**config.mk**
```make
export PLATFORM = sky130hd
export DESIGN_NAME = param_alu
export DESIGN_NICKNAME = d
export VERILOG_FILES = /design/src/rtl/param_alu.sv
export SDC_FILE = /design/constraint.sdc
export NUM_CORES = 1
export LEC_CHECK = 0
export CORE_MARGIN = 3
export CORE_UTILIZATION = 54
export DETAILED_ROUTE_END_ITERATION = 10
export MAX_ROUTING_LAYER = met4
export PLACE_DENSITY = 0.81
export REMOVE_ABC_BUFFERS = 1
export SKIP_CTS_REPAIR_TIMING = 1
export SKIP_LAST_GASP = 1
export SYNTH_ARGS = -nofsm -noshare
export SYNTH_HDL_FRONTEND = slang
export SYNTH_SLANG_ARGS = --single-unit
```
**constraint.sdc**
```tcl
create_clock -name clk -period 4.9 [get_ports clk]
set_clock_uncertainty 0.15 [all_clocks]
set_input_delay 0.98 -clock clk [delete_from_list [all_inputs] [get_ports clk]]
set_output_delay 0.98 -clock clk [all_outputs]
set_load 0.01 [all_outputs]
```
**src/rtl/param_alu.sv**
```systemverilog
// Parameterised ALU: 1-cycle ADD/AND/XOR, pipelined MUL, in-order result FIFO with credit flow control.
// Build option PARAM_ALU_SUB_EN enables op 101 (SUB); without it op 101 decodes as reserved.
module param_alu #(
    parameter int WIDTH      = 8,
    parameter int MUL_STAGES = 3,
    parameter int OUT_DEPTH  = 4
) (
    input  logic                 clk,
    input  logic                 reset,
    input  logic [WIDTH-1:0]     A,
    input  logic [WIDTH-1:0]     B,
    input  logic [2:0]           op,
    input  logic                 start,
    output logic                 ready,
    output logic                 res_valid,
    input  logic                 res_ready,
    output logic [2*WIDTH-1:0]   result,
    output logic [2:0]           res_op,
    output logic                 err
);
    localparam int RW = 2 * WIDTH;
    localparam int PW = $clog2(OUT_DEPTH);
    localparam int CW = $clog2(OUT_DEPTH + 1);
    localparam logic [CW-1:0] DEPTH_C  = CW'(OUT_DEPTH);
    localparam logic [PW-1:0] LAST_PTR = PW'(OUT_DEPTH - 1);

    localparam logic [2:0] OP_NOP = 3'b000;
    localparam logic [2:0] OP_ADD = 3'b001;
    localparam logic [2:0] OP_AND = 3'b010;
    localparam logic [2:0] OP_XOR = 3'b011;
    localparam logic [2:0] OP_MUL = 3'b100;
`ifdef PARAM_ALU_SUB_EN
    localparam logic [2:0] OP_SUB = 3'b101;
`endif

    logic [RW-1:0]         a_ext, b_ext, one_val, mul_prod;
    logic                  is_one, is_mul, is_rsvd;
    logic                  accept, pop, wr_en, mul_busy;
    logic [RW+2:0]         wr_data;

    logic [MUL_STAGES-1:0] mul_v_q;
    logic [RW-1:0]         mul_p_q [MUL_STAGES];
    logic                  one_v_q;
    logic [RW-1:0]         one_val_q;
    logic [2:0]            one_op_q;
    logic                  err_q;
    logic [RW+2:0]         mem_q [OUT_DEPTH];
    logic [PW-1:0]         wr_ptr_q, wr_ptr_d, rd_ptr_q, rd_ptr_d;
    logic [CW-1:0]         cnt_q, cnt_d, used_q, used_d;

    assign a_ext    = RW'(A);
    assign b_ext    = RW'(B);
    assign mul_prod = a_ext * b_ext;

    always_comb begin
        is_one  = 1'b0;
        is_mul  = 1'b0;
        one_val = '0;
        case (op)
            OP_ADD: begin is_one = 1'b1; one_val = a_ext + b_ext; end
            OP_AND: begin is_one = 1'b1; one_val = a_ext & b_ext; end
            OP_XOR: begin is_one = 1'b1; one_val = a_ext ^ b_ext; end
`ifdef PARAM_ALU_SUB_EN
            OP_SUB: begin is_one = 1'b1; one_val = a_ext - b_ext; end
`endif
            OP_MUL: is_mul = 1'b1;
            default: ;
        endcase
    end

    assign is_rsvd = !is_one && !is_mul && (op != OP_NOP);

    // A MUL in the last stage lands this edge, so a 1-cycle op accepted now lands after it.
    generate
        if (MUL_STAGES > 1) begin : g_busy
            assign mul_busy = |mul_v_q[MUL_STAGES-2:0];
        end else begin : g_no_busy
            assign mul_busy = 1'b0;
        end
    endgenerate

    assign ready     = !reset && (used_q < DEPTH_C) && !(mul_busy && is_one);
    assign accept    = start && ready;
    assign res_valid = !reset && (cnt_q != '0);
    assign pop       = res_valid && res_ready;
    assign result    = res_valid ? mem_q[rd_ptr_q][RW-1:0] : '0;
    assign res_op    = res_valid ? mem_q[rd_ptr_q][RW+2:RW] : '0;
    assign err       = !reset && err_q;

    assign wr_en   = mul_v_q[MUL_STAGES-1] || one_v_q;
    assign wr_data = mul_v_q[MUL_STAGES-1] ? {OP_MUL, mul_p_q[MUL_STAGES-1]}
                                           : {one_op_q, one_val_q};

    // Credits cover FIFO entries plus results still in flight.
    assign used_d   = used_q + CW'(accept && (is_one || is_mul)) - CW'(pop);
    assign cnt_d    = cnt_q + CW'(wr_en) - CW'(pop);
    assign wr_ptr_d = !wr_en ? wr_ptr_q : (wr_ptr_q == LAST_PTR) ? '0 : wr_ptr_q + PW'(1);
    assign rd_ptr_d = !pop   ? rd_ptr_q : (rd_ptr_q == LAST_PTR) ? '0 : rd_ptr_q + PW'(1);

    always_ff @(posedge clk) begin
        if (reset) begin
            mul_v_q  <= '0;
            one_v_q  <= 1'b0;
            err_q    <= 1'b0;
            used_q   <= '0;
            cnt_q    <= '0;
            wr_ptr_q <= '0;
            rd_ptr_q <= '0;
        end else begin
            mul_v_q[0] <= accept && is_mul;
            for (int i = 1; i < MUL_STAGES; i++) begin
                mul_v_q[i] <= mul_v_q[i-1];
            end
            one_v_q  <= accept && is_one;
            err_q    <= accept && is_rsvd;
            used_q   <= used_d;
            cnt_q    <= cnt_d;
            wr_ptr_q <= wr_ptr_d;
            rd_ptr_q <= rd_ptr_d;
        end
    end

    always_ff @(posedge clk) begin
        mul_p_q[0] <= mul_prod;
        for (int i = 1; i < MUL_STAGES; i++) begin
            mul_p_q[i] <= mul_p_q[i-1];
        end
        one_val_q <= one_val;
        one_op_q  <= op;
        if (wr_en) begin
            mem_q[wr_ptr_q] <= wr_data;
        end
    end

endmodule
```
Word-level counts from Yosys, hierarchy flattened --
Memories as Yosys holds them, arrays and structs flattened. A register that Yosys moved wholly into a read port is not among the register bits. Index checks and enable logic that the tools add are counted.
Word-level totals: bits in registers 27, bits in writable memories 124, output and inout bits 22, memories 2
Memories:
- mem_q | words 4, width 19, read ports 1, clocked after Yosys merged registers in 1, wr ports 1, RTL line 47 | logic [RW+2:0] mem_q [OUT_DEPTH];
- mul_p_q | words 3, width 16, read ports 3, clocked after Yosys merged registers in 0, wr ports 3, RTL line 42 | logic [RW-1:0] mul_p_q [MUL_STAGES];
Cells by class: $add $sub $neg 7, $mul 1, $lt $le $gt $ge 1, equality and inequality tests 6, mux-type cells 12, bitwise logic cells 2, reduce and logical (&&, ||, !) cells 23
Operators by type and width (number):
- $pmux W9 S3 | 1
- $mux W19 | 1
- $mul A8 B8 Y16 | 1
- $mux W16 | 1
- $logic_and A1 B1 Y1 | 13
- $add A8 B8 Y9 | 1
- $and A8 B8 Y8 | 1
- $mux W2 | 4
- $xor A8 B8 Y8 | 1
- $add A3 B1 Y3 | 2
- $eq A3 B2 Y1 const B | 2
- $reduce_bool A3 Y1 | 2
- $sub A3 B1 Y3 | 2
- $add A2 B1 Y2 const B | 2
- $eq A2 B2 Y1 const B | 2
- $logic_not A1 Y1 | 4
- $mux W1 | 4
- $eq A3 B1 Y1 const B | 1
- $eq A3 B3 Y1 const B | 1
- $lt A3 B3 Y1 const B | 1
- $mux W3 | 1
- $reduce_or A3 Y1 | 1
- $logic_or A1 B1 Y1 | 2
- $reduce_or A2 Y1 | 1

Longest topological paths before layout --
word-level depth 10, mapped depth 16, depth with buffers taken out 15

Least setup slack after synthesis --
Ideal clock, no wire load.
kind in2reg, from input A[4], to memory mul_p_q[0][14] (netlist name), library setup time 0.135 ns, arrival 4.623 ns, slack -0.008 ns, stages 13, buffers on the path 0, cells stage by stage ha_1 -> fa_1 -> fa_1 -> fa_1 -> inv_1 -> fa_1 -> inv_1 -> ha_1 -> and4_1 -> a21oi_1 -> a21oi_1 -> a2111oi_0 -> a311oi_1
RTL lines:
- start: declaration | RTL line 10 | input logic [WIDTH-1:0] A,
- end: declaration | RTL line 42

==> qor.yml <==
run_status:
  status: "finished, final reports clean"
sta:
  post-route-period-util_pct: 96.4
  tightest_slew_ps: 919
  relSlewSlack_pct: 38.6
  slew_viol_final: 0
  rsz0062_at_grt: "false"
  max_freq_mhz: 212
  fin_ws_ps: 178
  finalHoldViolCount: 0
  finalCriticalPeriod_ps: 4720
  setup_viol: 0
  holdWs_ps: 171
  tns_ps: 0
run:
  drv_cap: 0
layout:
  fillers: 912
  fin_util_pct: 68.6
  drive_above_1_share_pct: 18.4
  final_cell_count_no_fill: 883
  nNetsFinal: 809
  n_antenna_cell: 0
  area_growth_pct: 22.4
  design_area_um2: 9270
clock_network:
  htreeDepth: 4
  cts_sinks: 153
  worstSkewPairLatency_ps: 400
  clock-root-buffer: "clkbuf_16"
  clkSlewWorstSetupHoldPaths_ps: 60
  cts_made_buffers: 17
  cts_tree: "yes"
  cts.path.max_buffers: 2
floorplan:
  design.core.area_um2: 13500
  die_x_um: 124
  pin_count: 45
  design.die.area_um2: 15500
  rows: 42
  die_y_um: 124
  start_util_pct: 56.1
drt:
  wl_met3_um: 458
  drtIter0Drc: 269
  vias_per_cell: 5.24
  highest_layer: "met4"
  met1_length_um: 5750
  routed_wl_um: 14300
  via_count: 4628
  dr.pass1.iters: 4
  wl_per_cell_um: 16.2
  antenna_left: 0
  drc: 0
  route.met2.wl_um: 7820
synth:
  ys_types: 46
  postSynthAreaPerCell_um2: 12.8
  ys_async_sr_fraction_pct: 0
  synthCells: 592
  yosys_warnings: 0
  synth_ff_type: "dfxtp_1"
  synth-seq-cells: 153
  synth_edf_count: 76
  ys_seq_area_share_pct: 50.5
  synth.cell_area_um2: 7580
placed_design:
  dpl_cell_area_um2: 8570
  dp.cells: 850
  hpwl_um: 10100
  dpl_worst_slack_ps: -618
  place_congestion: 0.949
  portBuffers: 44
setup_path:
  critPathLaunchType: "input pin"
  worst_path_most_repeated_cell: "fa_1"
  critPathKind: "input pin to flip-flop"
  critPathArrivalTime_ps: 4850
  path_cells: "dlymetal6s2s_1 -> buf_4 -> buf_4 -> and2_1 -> fa_1 -> fa_1 -> ha_1 -> inv_1 -> fa_1 -> inv_1 -> ha_1 -> and2b_1 -> o2111ai_2 -> a211oi_1 -> a2111oi_2 -> xnor2_1"
  cp-end-kind: "flip-flop"
  cp_slowest_cell: "fa_1"
  crit_fanout: 6
  critPathMaxStageDelay_ps: 520
  cp.required_ps: 5030
power:
  total_power_mw: 4.26
  peakVddDrop_mv: 0.226
  cellLeakagePower_nw: 3.98
  power_density_nw_per_um2: 460
grt:
  grt_max_degree: 23
  grt_pass1_vias: 5044
  overflow: 0
  grt_pass1_wl_um: 24200
  grt_use_total_pct: 19.9
  antenna_found_initial: 0
worst_hold_path:
  hold_class: "flip-flop to flip-flop"
[synth_stat cells, drive strengths merged (8+ instances only)]
cell type | instances | area share (%)
edfxtp | 76 | 30
o21ai | 8 | 0.53
dfxtp | 77 | 20
mux4 | 19 | 5.6
clkbuf | 11 | 0.55
fa | 39 | 10
nor2 | 24 | 1.2
ha | 53 | 8.8
xnor2 | 13 | 1.5
nand2 | 32 | 1.6
and2 | 71 | 5.9
mux2 | 14 | 2.1
inv | 61 | 3.0
a21oi | 14 | 0.92
nor2b | 13 | 1.1
[routing by layer]
metal / GRT usage (%) / up-vias
li1: - / 2228
met1: 22.2 / 2275
met2: 35.9 / 105
met3: 3.09 / 20
met4: 7.80 / 0
met5: - / -
[power by group]
part	total, mW	switching, mW	internal [mW]
sequential	1.62	0.0650	1.56
combinational	1.35	0.669	0.685
clock	1.29	0.459	0.831
total	4.26	1.19	3.07
[cells by family (layout without fill, tap and decap cells)]
group | after synthesis | in the layout | synth area share, %
AND/OR/NAND/NOR | 171 | 171 | 12.3
flip-flops | 153 | 153 | 50.5
adder cells (fa/ha/maj) | 92 | 92 | 19.1
buffers and inverters | 76 | 191 | 3.90
AO/OA/AOI/OAI | 49 | 49 | 4.48
multiplexers | 33 | 33 | 7.73
XOR/XNOR | 18 | 18 | 2.08
[area by class of cell]
cell class / count / area [µm²] / share of cell area, %
sequential: 153 / 3820 / 41.2
inverter: 61 / 229 / 2.47
clock buffer: 28 / 561 / 6.05
tap: 176 / 220 / 2.38
multi-input combinational: 363 / 3510 / 37.9
timing repair buffer: 98 / 878 / 9.47
clock inverter: 4 / 47.5 / 0.513
[flip-flops by register name, summed over array words and instances (netlist names), named ones only]
name / flops
cnt_q: 3
err_q: 1
mem_q: 76
mul_p_q: 48
mul_v_q: 3
one_op_q: 3
one_v_q: 1
one_val_q: 9
rd_ptr_q: 2
used_q: 3
wr_ptr_q: 2
[critical path, delay by kind of cell]
kind,cells,cell delay (ps)
AO/OA/AOI/OAI,3,750
XOR/XNOR,1,110
adder cells (fa/ha/maj),5,2070
buffers and inverters,5,570
AND/OR/NAND/NOR,2,370
[placed cells by master (no fill, tap or decap), drive strengths merged, types with 8 or more instances in the layout]
| master | count |
|---|---|
| edfxtp | 76 |
| nor2b | 13 |
| inv | 63 |
| fa | 39 |
| dfxtp | 77 |
| mux4 | 19 |
| buf | 54 |
| o21ai | 8 |
| dlymetal6s2s | 13 |
| and2 | 71 |
| mux2 | 14 |
| clkbuf | 28 |
| nand2 | 32 |
| nor2 | 24 |
| clkdlybuf4s50 | 31 |
| ha | 53 |
| a21oi | 14 |
| xnor2 | 13 |
[final timing paths]
path	from	end	slack, ps	depth (start not counted)
setup / recovery	B[3]	mul_p_q[0][13]$_DFF_P_	180	16
hold / removal	mul_p_q[0][23]$_DFF_P_	mul_p_q[0][39]$_DFF_P_	170	0
setup reg to reg	cnt_q[1]$_SDFF_PP0_	used_q[2]$_SDFF_PP0_	2270	13
hold reg to reg	mul_p_q[0][23]$_DFF_P_	mul_p_q[0][39]$_DFF_P_	170	0
(Power assumes the default switching activity.)
==> edit 1: new RTL, config.mk and constraints unchanged <==
The option `PARAM_ALU_SUB_EN` is turned on by a define.
--- a/src/rtl/param_alu.sv
+++ b/src/rtl/param_alu.sv
@@ -2,2 +2,4 @@
 // Build option PARAM_ALU_SUB_EN enables op 101 (SUB); without it op 101 decodes as reserved.
+`define PARAM_ALU_SUB_EN
+
 module param_alu #(
Check against the original RTL: not equivalent (Yosys sat finds a counterexample within 4 cycles, from zero or initial values and one cycle with reset high).
==> edit 1 against the unedited design <==
  * Area after synthesis increased by 5.0%
  * Routed wire length is 14% higher
  * Total power up 6.6%
  * Cell area increased by 6.2%
  * Via count rose by 13%
  * Maximum frequency rose by 0.29%
  * First-iteration DRC count rose by 25%
  * Core utilization up 0.91 points
  * Final cell count increased by 8.8%
  * Sequential share of layout area down 2.2 points
  * Setup slack better by 0.014 ns
  * Sequential cell count up 1
  * Critical endpoint is now mul_p_q[0][15]$_DFF_P_
  * Largest power group unchanged
==> edit 1: results (changes against the unedited design) <==
Logic synthesis
  – Post-synth top cells: 78 x dfxtp_1, 76 x edfxtp_1, 71 x inv_1
  – Number of synthesized flops with an enable pin: 76 (unchanged)
  – Mapped Cells: 654 (+10%)
  – Synthesis warning total: 0 (unchanged)
  – Area contributors post-synth: edfxtp_1 29%, dfxtp_1 20%, fa_1 10%
  – Netlist cell types: 55 (+20%)
  – Sequential fraction of the synthesis area: 0.4834 (-0.02131)

Drt
  – Vias: 5223 (+13%)
  – Pre-antenna DRT Iters: 5 (+1)
  – M1 WL: 6689 um (+16%)
  – Total Wirelength: 16300 um (+14%)
  – Met2 wire length: 8430 um (+7.9%)
  – Met3 wire len: 766 um (+67%)

Placed design
  – Pre-CTS setup slack: -0.6001 ns (+0.01749 ns)
  – Dpl cell area: 9046 um^2 (+5.6%)
  – Number of cells in the design after placement: 928 (+9.2%)
  – Gp weighted congestion: 0.9367 (-1.3%)

Pwr
  – Max VDD drop: 0.0002348 V (+3.9%)
  – Leak: 4.286 nW (+7.7%)

Min path
  – Hold Crit Depth: 0 (unchanged)
  – Hold Path Sink: mul_p_q[0][35]$_DFF_P_

Worst setup path
  – Critical Path Fanout Max: 2 (-4)
  – CP Launch Point: A[7]
  – Cells on worst reg2reg path: 13 (unchanged)
  – R2r endpoint: cnt_q[2]$_SDFF_PP0_
  – Critical Path AT: 4.90 ns (+0.05 ns)

GRT
  – Met2 Usage GRT: 0.3692 (+0.01006)
  – Vias in the first global route: 5450 (+8.0%)
  – First-pass GRT wire length: 26460 um (+9.5%)
  – Largest net degree at the start of global routing: 25 (+8.7%)
  – Global Route met1 Usage: 0.2500 (+0.02810)
  – Met3 usage: 0.04348 (+0.01260)

Cells and area
  – Nets: 892 (+10%)
  – Cell area after layout: 9841 um^2 (+6.2%)
  – Layout cell share with drive strength beyond 1: 0.1869 (+0.003064)
  – Largest registers: mem_q x76, mul_p_q x48, one_val_q x10

Timing
  – Final hold slack: 0.1726 ns (+0.001595 ns)

Outcome
  – Status: finished, final reports clean
[edit 1: cell types whose count changed after synthesis, sizes merged, moves of 7 or more]
cell / change
nand2: +22
nor2b: +7
ha: +8
inv: +10
a21oi: +8
and2: -20
[edit 1: final cells by class]
type,count,area (um^2)
clock buffers,29,608.1
clock inverters,3,65.06
fillers,946,4309
inverters,71,266.5
multi-input cells,412,3837
flip-flops and latches,154,3844
well taps,180,225.2
repair buffers,112,994.7
[edit 1: how the worst max path moves through the flow]
| stage | endpoint | slack [ns] | cells past startpoint |
|---|---|---|---|
| finish | mul_p_q[0][15]$_DFF_P_ | 0.19 | 15 |
| global route | mul_p_q[0][15]$_DFF_P_ | 0.04 | 15 |
| CTS | mul_p_q[0][15]$_DFF_P_ | -0.17 | 15 |
| detailed placement | mul_p_q[0][15]$_DFF_P_ | -0.60 | 15 |
| global placement | mul_p_q[0][15]$_DFF_P_ | -0.50 | 16 |
| floorplan | mul_p_q[0][15]$_DFF_P_ | 0.07 | 15 |
[edit 1: cell families after synthesis]
group,share of synthesized area
AOI/OAI and AO/OA,0.06153
buffers and inverters,0.04280
and+or+nand+nor,0.1208
muxes,0.07160
adders and majority gates,0.1967
DFF,0.4834
xor gates and xnor gates,0.02313
[edit 1: critical path: stages]
cell             delay (ns)
clkdlybuf4s50_1        0.41
and2_1                 0.17
fa_1                   0.47
inv_1                  0.05
fa_1                   0.47
fa_1                   0.56
inv_1                  0.06
fa_2                   0.45
ha_1                   0.24
a21oi_2                0.15
buf_4                  0.13
nand4_1                0.11
a221o_1                0.39
a21oi_2                0.14
xnor2_1                0.12
[edit 1: power by group]
group          internal, W  switching [W]  total [W]
Combinational     0.000771       0.000719    0.00149
Sequential         0.00158      0.0000680    0.00165
Clock             0.000943       0.000465    0.00141
Total              0.00329        0.00125    0.00454
==> edit 2: new RTL, config.mk and constraints unchanged <==
Made on the original files. Reset style: asynchronous (`reset`), changed in one clocked block.
--- a/src/rtl/param_alu.sv
+++ b/src/rtl/param_alu.sv
@@ -99,3 +99,3 @@
 
-    always_ff @(posedge clk) begin
+    always_ff @(posedge clk or posedge reset) begin
         if (reset) begin
Behaviour: no difference found for any inputs over 4 cycles, from zero or initial values and one cycle with reset high; that may be too few to reach the edited logic, so the function may still have changed.
==> edit 2 against the unedited design <==
  * Total power increased by 6.2%
  * Area after synthesis fell by 0.23%
  * Sequential cell count shrank 2
  * Critical path depth shrank 2
  * Sequential share of layout area increased by 0.13 points
  * Routed wire length is 2.0% higher
  * Setup slack got worse by 0.023 ns
  * Cell area is 0.59% higher
  * Critical endpoint unchanged
  * Largest power group unchanged
==> edit 2: results (changes against the unedited design) <==
Outcome
  – Status: finished, final reports clean

Drt
  – Total Wirelength: 14600 um (+2.0%)
  – Number of vias per cell: 5.308 (+1.3%)
  – DR iter-0 viols: 279 (+3.7%)

GRT
  – First-pass GRT wire length: 24620 um (+1.9%)
  – Vias in the first global route: 4991 (-1.1%)
  – All-Layer GR Usage: 0.2031 (+0.003800)
  – Initial antenna violation count: 0 (unchanged)
  – Largest net degree at the start of global routing: 22 (-4.3%)

Clock tree
  – Cts bufs inserted: 17 (unchanged)

Worst setup path
  – R2R setup slack: 2.23 ns (-0.04 ns)
  – R2r endpoint: cnt_q[2]$_DFF_PP0_
  – Critical Path Fanout Max: 4 (-2)
  – CP Launch Point: A[6]
  – Worst r2r src: cnt_q[1]$_DFF_PP0_
  – Cells on worst reg2reg path: 12 (-1)

Placed design
  – I/O Buffers: 44 (unchanged)
  – DP HPWL: 10460 um (+3.3%)
  – Pre-CTS setup slack: -0.6048 ns (+0.01280 ns)
  – Gp weighted congestion: 0.8598 (-9.4%)

Pwr
  – Max VDD drop: 0.0003406 V (+51%)
  – Leak: 4.093 nW (+2.9%)

Logic synthesis
  – Ys async rst share: 0.09934 (+0.09934)
  – Area contributors post-synth: edfxtp_1 30%, dfxtp_1 16%, fa_1 10%
  – Sequential fraction of the synthesis area: 0.5105 (+0.005805)
  – Primary FF master, synth: edfxtp_1
  – Post-synth top cells: 76 x edfxtp_1, 71 x and2_1, 64 x inv_1

Min path
  – Hold Path Sink: mul_p_q[0][42]$_DFF_P_
  – Hold path start: mul_p_q[0][26]$_DFF_P_
  – Hold Crit Depth: 0 (unchanged)

Timing
  – Worst slew margin: 0.3633 (-0.02296)
  – Final hold slack: 0.1716 ns (+0.0005080 ns)

Cells and area
  – Nets: 805 (-0.49%)
  – FILL cells: 943 (+3.4%)
  – Layout cell share with drive strength beyond 1: 0.2048 (+0.02096)
==> edit 2: changes by cell type after synthesis, moves of 3 or more <==
cell     before  now
inv_1        61   64
dfxtp_1      77   60
nor2_1       23   18
dfrtp_1       0   15
nor2b_1      13    9
==> edit 2: cell families after synthesis <==
| group | Yosys count | synth area share |
|---|---|---|
| simple gates | 158 | 0.1146 |
| flops | 151 | 0.5105 |
| xor+xnor | 18 | 0.02086 |
| buf+inv | 78 | 0.03923 |
| mux | 34 | 0.07896 |
| compound gates | 49 | 0.04486 |
| fa+ha+maj | 92 | 0.1910 |
==> edit 2: routing by layer <==
metal,wire (um),part of all wire,vias to the layer above,global-route usage
met5,0,0,-,-
met4,191,0.013,0,0.05674
met3,635,0.044,17,0.04074
met2,7676,0.53,125,0.3473
met1,6094,0.42,2318,0.2475
li1,-,-,2206,-
==> edit 2: power by group <==
part / internal, W / switching (W)
clock network: 0.000756 / 0.000497
registers: 0.00157 / 0.000139
logic: 0.000837 / 0.000726
total: 0.00317 / 0.00136
==> edit 2: worst max-delay path by stage <==
stage	end	slack (ns)	depth (start not counted)
after detailed placement	mul_p_q[0][14]$_DFF_P_	-0.60	15
final	mul_p_q[0][13]$_DFF_P_	0.15	14
after global placement	mul_p_q[0][13]$_DFF_P_	-0.54	15
after floorplan	mul_p_q[0][14]$_DFF_P_	-0.008	13
after CTS	mul_p_q[0][13]$_DFF_P_	-0.18	15
after global routing	mul_p_q[0][14]$_DFF_P_	0.01	14
==> edit 2: cell type report <==
class                           instances  area share
Sequential cell                       151      0.4138
Multi-Input combinational cell        351      0.3738
Timing Repair Buffer                  105     0.09956
Clock buffer                           21     0.05515
Inverter                               64     0.02576
Tap cell                              176     0.02361
Clock inverter                         11    0.008319
==> edit 2: per-stage QoR <==
stage / area, um^2 / instances
floorplan: 7502 / 566
global placement: 8621 / 847
detailed placement: 8621 / 847
CTS: 9213 / 879
global route: 9325 / 879
finish: 9325 / 879
==> edit 2: worst max-delay path, cell delays in order <==
cell	delay [ns]
clkdlybuf4s50_1	0.48
and2_4	0.15
fa_1	0.42
fa_1	0.47
fa_1	0.55
inv_1	0.06
fa_1	0.52
inv_1	0.04
ha_1	0.30
buf_4	0.17
a21oi_4	0.15
a211oi_1	0.09
a2111oi_2	0.38
xnor2_1	0.11
